$ cat src/rtl/bit_serializer_if.sv
// bit_serializer_if: parallel-word valid/ready handshake feeding the serializer
interface bit_serializer_if #(parameter int WIDTH = 8);
  logic [WIDTH-1:0] din;
  logic din_valid;
  logic din_ready;
  modport master(output din, din_valid, input din_ready);
  modport slave(input din, din_valid, output din_ready);
endinterface

$ cat src/rtl/bit_serializer.sv
// bit_serializer: parallel-to-serial shifter with one-word holding buffer for gap-free frames
module bit_serializer #(
  parameter int WIDTH = 8,
  parameter bit MSB_FIRST = 1'b1
) (
  input  logic clk,
  input  logic reset,
  bit_serializer_if.slave in_bus,
  output logic ser_out,
  output logic ser_valid,
  output logic frame_done,
  output logic busy
);
  localparam int CW = $clog2(WIDTH);
  typedef enum logic {IDLE, SHIFT} state_t;
  state_t state, state_nx;
  logic [WIDTH-1:0] shreg, shreg_nx, hold_data, hold_nx;
  logic [CW-1:0] cnt, cnt_nx;
  logic hold_full, hold_full_nx, xfer, last;
  assign in_bus.din_ready = !hold_full;
  assign xfer = in_bus.din_valid && !hold_full;
  assign last = (state == SHIFT) && (cnt == CW'(WIDTH - 1));
  assign ser_valid = (state == SHIFT);
  assign ser_out = ser_valid && (MSB_FIRST ? shreg[WIDTH-1] : shreg[0]);
  assign frame_done = last;
  assign busy = ser_valid || hold_full;
  // state registers; reset discards the current word and any buffered word at once
  always_ff @(posedge clk or negedge reset) begin
    if (!reset) begin
      state <= IDLE;
      shreg <= '0;
      cnt <= '0;
      hold_data <= '0;
      hold_full <= 1'b0;
    end else begin
      state <= state_nx;
      shreg <= shreg_nx;
      cnt <= cnt_nx;
      hold_data <= hold_nx;
      hold_full <= hold_full_nx;
    end
  end
  // next state: on the last bit, buffered word wins over a bypassed new word
  always_comb begin
    state_nx = state;
    shreg_nx = shreg;
    cnt_nx = cnt;
    hold_nx = hold_data;
    hold_full_nx = hold_full;
    if (state == IDLE) begin
      if (xfer) begin
        shreg_nx = in_bus.din;
        cnt_nx = '0;
        state_nx = SHIFT;
      end
    end else if (last) begin
      cnt_nx = '0;
      if (hold_full) begin
        shreg_nx = hold_data;
        hold_full_nx = 1'b0;
      end else if (xfer) shreg_nx = in_bus.din;
      else state_nx = IDLE;
    end else begin
      shreg_nx = MSB_FIRST ? shreg << 1 : shreg >> 1;
      cnt_nx = cnt + 1'b1;
      if (xfer) begin
        hold_nx = in_bus.din;
        hold_full_nx = 1'b1;
      end
    end
  end
endmodule

$ cat src/flat_wrapper.sv
// flat-port wrapper written by rule: the top's interface ports become plain ports
module bit_serializer_flat 
#(
  parameter int WIDTH = 8,
  parameter bit MSB_FIRST = 1'b1
)
  (clk, reset, ser_out, ser_valid, frame_done, busy, in_bus_din, in_bus_din_valid, in_bus_din_ready);
  bit_serializer_if #(.WIDTH(WIDTH)) in_bus_i ();
  input  logic clk;
  input  logic reset;
  output logic ser_out;
  output logic ser_valid;
  output logic frame_done;
  output logic busy;
  input wire logic [$bits(in_bus_i.din)-1:0] in_bus_din;
  input wire logic [$bits(in_bus_i.din_valid)-1:0] in_bus_din_valid;
  output wire logic [$bits(in_bus_i.din_ready)-1:0] in_bus_din_ready;
  assign in_bus_i.din = in_bus_din;
  assign in_bus_i.din_valid = in_bus_din_valid;
  assign in_bus_din_ready = in_bus_i.din_ready;
  bit_serializer #(.WIDTH(WIDTH), .MSB_FIRST(MSB_FIRST)) u_core (.clk(clk), .reset(reset), .in_bus(in_bus_i), .ser_out(ser_out), .ser_valid(ser_valid), .frame_done(frame_done), .busy(busy));
endmodule
$ cat config.mk
export PLATFORM = sky130hd
export DESIGN_NAME = bit_serializer_flat
export DESIGN_NICKNAME = d
export VERILOG_FILES = /design/src/rtl/bit_serializer_if.sv /design/src/rtl/bit_serializer.sv /design/src/flat_wrapper.sv
export SDC_FILE = /design/constraint.sdc
export NUM_CORES = 1
export LEC_CHECK = 0
export BUFFER_PORTS_ARGS = -buffer_cell sky130_fd_sc_hd__buf_2
export CORE_MARGIN = 3
export CORE_UTILIZATION = 40
export DETAILED_ROUTE_END_ITERATION = 7
export PLACE_DENSITY = 0.63
export SETUP_SLACK_MARGIN = 0.2
export SLEW_MARGIN = 20
export SYNTH_ARGS = -nofsm -noshare
export SYNTH_HDL_FRONTEND = slang
export SYNTH_SLANG_ARGS = --single-unit
$ cat constraint.sdc
create_clock -name clk -period 4.2 [get_ports clk]
set_clock_uncertainty 0.15 [all_clocks]
set_input_delay 0.84 -clock clk [delete_from_list [all_inputs] [get_ports clk]]
set_output_delay 0.84 -clock clk [all_outputs]
set_load 0.03 [all_outputs]
==> results of run 1 <==
## power groups by stage
stage / logic (µW) / clock network [µW] / registers, µW
3_3_place_gp: 378 / 0 / 388
5_1_grt: 432 / 112 / 404
2_1_floorplan: 336 / 0 / 360
3_5_place_dp: 389 / 0 / 391
6_report: 388 / 102 / 387
4_1_cts: 391 / 104 / 386
## stage by stage
| stage | setup slack, ns | hold WS, ns | instances |
|---|---|---|---|
| floorplan | 2.10 | 0.325 | 93 |
| global placement | 1.72 | 0.349 | 130 |
| detailed placement | 1.67 | 0.347 | 130 |
| CTS | 1.40 | 0.323 | 134 |
| global route | 1.29 | 0.323 | 134 |
| finish | 1.42 | 0.310 | 134 |
## how the worst max path moves through the flow
stage / to / slack (ns) / cells after the start
after global placement: u_core.hold_data[1]$_DFFE_PN0P_ / 1.72 / 4
after global routing: frame_done / 1.29 / 4
after detailed placement: u_core.hold_data[2]$_DFFE_PN0P_ / 1.67 / 4
final: frame_done / 1.42 / 4
after CTS: frame_done / 1.40 / 4
after floorplan: frame_done / 2.10 / 2
## synth_stat cells, drive strengths merged
master  number
a32oi        7
and2         2
and3         2
buf          3
clkbuf       3
dfrtp       21
ha           2
inv          2
mux2         8
mux2i        1
nand2       22
nand2b       1
nand3        1
nor2         1
nor2b        1
nor3b        1
o211ai       1
o21ai        3
o21bai       1
o22ai        9
or2          1
## per-layer routing
| layer | up-vias | wire length [µm] |
|---|---|---|
| met2 | 22 | 990 |
| met1 | 362 | 1010 |
| met4 | 0 | 51 |
| met5 | - | 0 |
| li1 | 360 | - |
| met3 | 5 | 120 |
## critical path, cell delays in order (launching register included)
cell,delay (ns)
dfrtp_1,0.39
ha_1,0.16
ha_1,0.50
and2_1,0.22
buf_2,0.20
## layout make-up
class,instances,share of cell area
multi-input cells,64,0.402
flip-flops and latches,21,0.469
clock buffers,4,0.0235
well taps,28,0.0313
repair buffers,15,0.0670
inverters,2,0.00670
## logic make-up (layout without fill, tap and decap cells)
| group | Yosys count | after routing | synth area share |
|---|---|---|---|
| multiplexers | 9 | 9 | 0.127 |
| flip-flops | 21 | 21 | 0.514 |
| AND/OR/NAND/NOR | 32 | 32 | 0.144 |
| buffers and inverters | 8 | 21 | 0.0453 |
| AO/OA/AOI/OAI | 21 | 21 | 0.144 |
| adder cells (fa/ha/maj) | 2 | 2 | 0.0245 |
## registers in the layout, indices dropped and copies added, names as in the netlist
| name | count |
|---|---|
| u_core.hold_data | 8 |
| u_core.shreg | 8 |
| u_core.ser_valid | 1 |
| u_core.cnt | 3 |
| u_core.hold_full | 1 |
==> summary.md, run 1 <==
| Metric | Value |
|---|---|
| Status | `finished clean` |
| Synthesis-to-layout area growth | `9.55%` |
| Clk buf depth | `2` |
| CTS tree | `built` |
| Initial DRC count | `20` |
| P_int | `532 µW` |
| Commonest non-fill, non-tap cell in the layout | `nand2_1` |
| Met1 GRT Util | `0.197` |
| Vias in the first global route | `736` |
| CP startpoint | `u_core.cnt[0]$_DFFE_PN0P_` |
| Switch share | `0.394` |
| Clock Sink Count | `21` |
| PortBufs | `15` |
| Cells after synthesis | `93` |
| Slew HR | `0.512` |
| Multi-input gate area | `450 µm²` |
| Register Area | `roughly 530 µm²` |
| Clk_lat worst skew | `0.31 ns` |
| Reg2Reg Depth | `5` |
| Mean post-synth cell area | `11.0 µm²` |
| DRT antenna net count | `0` |
| Initial core utilization | `0.441` |
| Critical Path AT | `1.79 ns` |
| Wirelength per Cell | `roughly 16 µm` |
| Min Tclk post-route | `2.78 ns` |
| Comb power frac | `0.442` |
| Initial antenna violation count | `0` |
| Util after Layout | `0.483` |
| Post-CTS Hold Fix Bufs | `0` |
| Most frequent cells in the layout | `nand2_1, dfrtp_1, buf_2` |
| # rows | `17` |
| Max frequency | `360 MHz` |
| Mapped cell area | `approximately 0.0010 mm²` |
| Global-route wire length before repair | `about 3600 µm` |
| Synth cell types | `24` |
| Leakage power | `0.000507 µW` |
| Vias per std cell | `approximately 5.6` |
| Worst endpoint required time | `roughly 3.2 ns` |
| Largest net degree at the start of global routing | `22` |
| Die width | `56.6 µm` |
| Seq/Total Area, Yosys | `0.514` |
| Post-cts repair resize count | `0` |
| Syn nets | `~110` |
| Leading area contributor after synthesis | `dfrtp_1` |
| Vias after detailed routing | `749` |
| Placed Area | `0.00109 mm²` |
| Die Ht | `56.6 µm` |
| FF+latch count, synth | `21` |
| Setup Buffers After CTS | `0` |
| Yosys warning count | `0` |
| Clock group share of total power | `0.116` |
| Slew at the pin closest to its max-slew limit | `0.730 ns` |
| CTS Buf Count | `3` |
| FILL cells | `222` |
| Final Hold Violating Endpoints | `0` |
| Layout cells sized above 1 | `0.264` |
| 1st-pass router iterations | `4` |
| Total gr overflow | `0` |
| Final WL | `between 2000 and 2500 µm` |
| Share of total power in sequential cells | `0.442` |
| Top cells by area, synth | `dfrtp_1, mux2_4, nand2_1` |
| Tcrit/Tclk final | `0.661` |
| Clk slew on worst S/H paths | `0.12 ns` |
| Area of the core | `0.00232 mm²` |
| Peak fanout along the critical path | `15` |
| Final Max Tran Viols | `0` |
| Total power | `877 µW` |
| Die ar. | `0.00320 mm²` |
| H-tree Lvls | `1` |
| Setup TNS | `0 ns` |
| GRT met3 Usage | `0.0322` |
| RSZ-0062 raised after global routing | `false` |
| NetSw | `around 350 µW` |
| Post-DP HPWL | `1440 µm` |
| Worst hold path type | `input pin to asynchronous set/reset pin` |
| GRT busiest layer | `met2` |
| Worst Setup End Kind | `output pin` |
| FF-to-FF End | `u_core.shreg[6]$_DFF_PN0_` |
| Tot GR Track Use | `0.148` |
| GR Util met2 | `0.221` |
| Startpoint types | `flip-flop` |
| GP Congestion | `0.768` |
| Max-cap violations | `0` |
| Fin nets | `120` |
| Design Area, Final | `0.00112 mm²` |
| Worst r2r src | `u_core.cnt[0]$_DFFE_PN0P_` |
| CTS Root Cell | `clkbuf_4` |
| DR DRC count | `0` |
| Ports | `16` |
| R2r setup slk | `2.01 ns` |
| Yosys top cell area share | `0.514` |
| Setup-failing EPs final | `0` |
| Pwr/cell area | `about 780 mW/mm²` |
| Ant diodes | `0` |
| Worst IR drop on VDD | `approximately 0.00036 V` |
| Setup CP Type | `flip-flop to output pin` |
Note: power is estimated with default switching activity, not from simulation.
==> inputs of run 2 (changes only) <==
Clock period 4.2 ns to 2.75 ns, I/O delays scaled along.
==> summary.md, run 2 (same netlist as run 1, synthesis figures left out) <==
| Metric | Value |
|---|---|
| Clk_lat worst skew | `0.31 ns (about the same)` |
| Critical Path AT | `1.75 ns (was 1.79 ns)` |
| Final hold slack | `0.0270 ns (was 0.310 ns)` |
| Vias per std cell | `5.63 (was 5.59)` |
| # rows | `17 (unchanged)` |
| Setup CP Type | `flip-flop to output pin (unchanged)` |
| Switch share | `0.393 (was 0.394)` |
| Startpoint types | `flip-flop (unchanged)` |
| Final WL | `2200 µm (was 2170 µm)` |
| Worst slack at placement | `0.653 ns (was 1.67 ns)` |
| Slew at the pin closest to its max-slew limit | `0.655 ns (was 0.730 ns)` |
| CTS Buf Count | `3 (unchanged)` |
| Min Tclk post-route | `approximately 2.4 ns` |
| Share of total power in sequential cells | `0.443 (was 0.442)` |
| Setup Buffers After CTS | `0 (unchanged)` |
| Layout cells sized above 1 | `0.271 (was 0.264)` |
| Total gr overflow | `0 (unchanged)` |
| P_int | `818 µW (was 532 µW)` |
| Worst Setup End Kind | `output pin (unchanged)` |
| Final setup margin | `0.300 ns (was 1.42 ns)` |
| Comb power frac | `0.447 (was 0.442)` |
| Global-route wire length before repair | `3760 µm (was 3610 µm)` |
| Die ar. | `0.00320 mm² (unchanged)` |
| Most frequent cells in the layout | `nand2_1, dfrtp_1, buf_2 (unchanged)` |
| Top Registers | `u_core.hold_data: 8 flops, u_core.shreg: 8 flops, u_core.cnt: 3 flops (unchanged)` |
| Util after Layout | `0.486 (was 0.483)` |
| H-tree Lvls | `1 (unchanged)` |
| Fin nets | `121 (was 120)` |
| GP Congestion | `0.678 (was 0.768)` |
| Clk buf depth | `2 (unchanged)` |
| NetSw | `530 µW (was 346 µW)` |
| Synthesis-to-layout area growth | `10.3% (was 9.55%)` |
| Pwr/cell area | `1200 mW/mm² (was 783 mW/mm²)` |
| Final Max Tran Viols | `0 (unchanged)` |
| Die width | `56.6 µm (unchanged)` |
| Slew HR | `0.563 (was 0.512)` |
| Vias after detailed routing | `760 (was 749)` |
| Area of the core | `0.00232 mm² (unchanged)` |
| Initial antenna violation count | `0 (unchanged)` |
| Total power | `1350 µW (was 877 µW)` |
| CTS tree | `built (unchanged)` |
| Setup-failing EPs final | `0 (unchanged)` |
| Worst endpoint required time | `2.05 ns (was 3.21 ns)` |
| Leakage power | `0.000513 µW (was 0.000507 µW)` |
| Worst hold path type | `input pin to asynchronous set/reset pin (unchanged)` |
| Tot GR Track Use | `0.150 (was 0.148)` |
| Status | `finished clean (unchanged)` |
| Clock group share of total power | `0.110 (was 0.116)` |
| DRT antenna net count | `0 (unchanged)` |
| Final Hold Violating Endpoints | `0 (unchanged)` |
| Ports | `16 (unchanged)` |
| Max-cap violations | `0 (unchanged)` |
| 1st-pass router iterations | `4 (unchanged)` |
| Initial DRC count | `22 (was 20)` |
| Post-DP HPWL | `1450 µm (was 1440 µm)` |
| Ant diodes | `0 (unchanged)` |
| Worst IR drop on VDD | `0.000610 V (was 0.000362 V)` |
| Clock Sink Count | `21 (unchanged)` |
| Commonest non-fill, non-tap cell in the layout | `nand2_1 (unchanged)` |
| Tcrit/Tclk final | `0.891` |
| Max frequency | `408 MHz` |
| Reg2Reg Depth | `5 (unchanged)` |
| Post-CTS Hold Fix Bufs | `0 (unchanged)` |
| Post-cts repair resize count | `0 (unchanged)` |
| RSZ-0062 raised after global routing | `false (unchanged)` |
| Peak fanout along the critical path | `15 (unchanged)` |
| Clk slew on worst S/H paths | `0.12 ns (about the same)` |
| Initial core utilization | `0.441 (unchanged)` |
| Vias in the first global route | `774 (was 736)` |
| DR DRC count | `0 (unchanged)` |
| Wirelength per Cell | `16.3 µm (was 16.2 µm)` |
| Largest net degree at the start of global routing | `22 (unchanged)` |
| Setup TNS | `0 ns (unchanged)` |
| CTS Root Cell | `clkbuf_4 (unchanged)` |
| Die Ht | `56.6 µm (unchanged)` |
| PortBufs | `15 (unchanged)` |
==> run 2: changes by cell type in the layout (fill, tap and decap cells not counted), sizes merged <==
cell | previous run | this run
buf | 15 | 16
==> run 2: path summary, 6_finish.rpt <==
path	from	endpoint	slack, ns
worst min register to register	u_core.hold_data[0]$_DFFE_PN0P_	u_core.hold_data[0]$_DFFE_PN0P_	0.38
min in group clk	in_bus_din[5]	u_core.hold_data[5]$_DFFE_PN0P_	0.32
worst max register to register	u_core.cnt[0]$_DFFE_PN0P_	u_core.shreg[3]$_DFF_PN0_	0.59
worst min-delay path	reset	u_core.hold_full$_DFFE_PN0P_	0.03
max in group asynchronous	reset	u_core.shreg[3]$_DFF_PN0_	2.08
worst max-delay path	u_core.cnt[0]$_DFFE_PN0P_	frame_done	0.30
==> run 2: worst max-delay path, stage by stage, from the launching register on <==
cell	delay, ns
dfrtp_1	0.39
ha_1	0.16
ha_1	0.48
and2_1	0.22
buf_2	0.20
==> run 2: area by class of cell <==
type / count / area, µm²
Multi-Input combinational cell: 64 / 450
Inverter: 2 / 7.51
Timing Repair Buffer: 16 / 82.6
Clock buffer: 4 / 26.3
Fill cell: 222 / 1190
Tap cell: 28 / 35.0
Sequential cell: 21 / 526
==> run 2: routing by layer <==
metal  vias to the layer above  wire (µm)  global-route usage
li1                        363          -                   -
met1                       378       1020               0.188
met2                        15       1060               0.243
met3                         4        103              0.0575
met4                         0         16              0.0339
met5                         -          0                   0
==> run 2: power groups by stage <==
| stage | Combinational (µW) | Sequential [µW] | Clock [µW] |
|---|---|---|---|
| 2_1_floorplan | 513 | 550 | 0 |
| 3_3_place_gp | 580 | 594 | 0 |
| 3_5_place_dp | 604 | 601 | 0 |
| 4_1_cts | 605 | 597 | 156 |
| 5_1_grt | 672 | 619 | 169 |
| 6_report | 602 | 596 | 149 |
==> run 2: per-stage QoR <==
| step | cell area [µm²] | std cells |
|---|---|---|
| after floorplan | 1020 | 93 |
| after global placement | 1100 | 131 |
| after detailed placement | 1100 | 131 |
| after CTS | 1130 | 135 |
| after global routing | 1130 | 135 |
| final | 1130 | 135 |
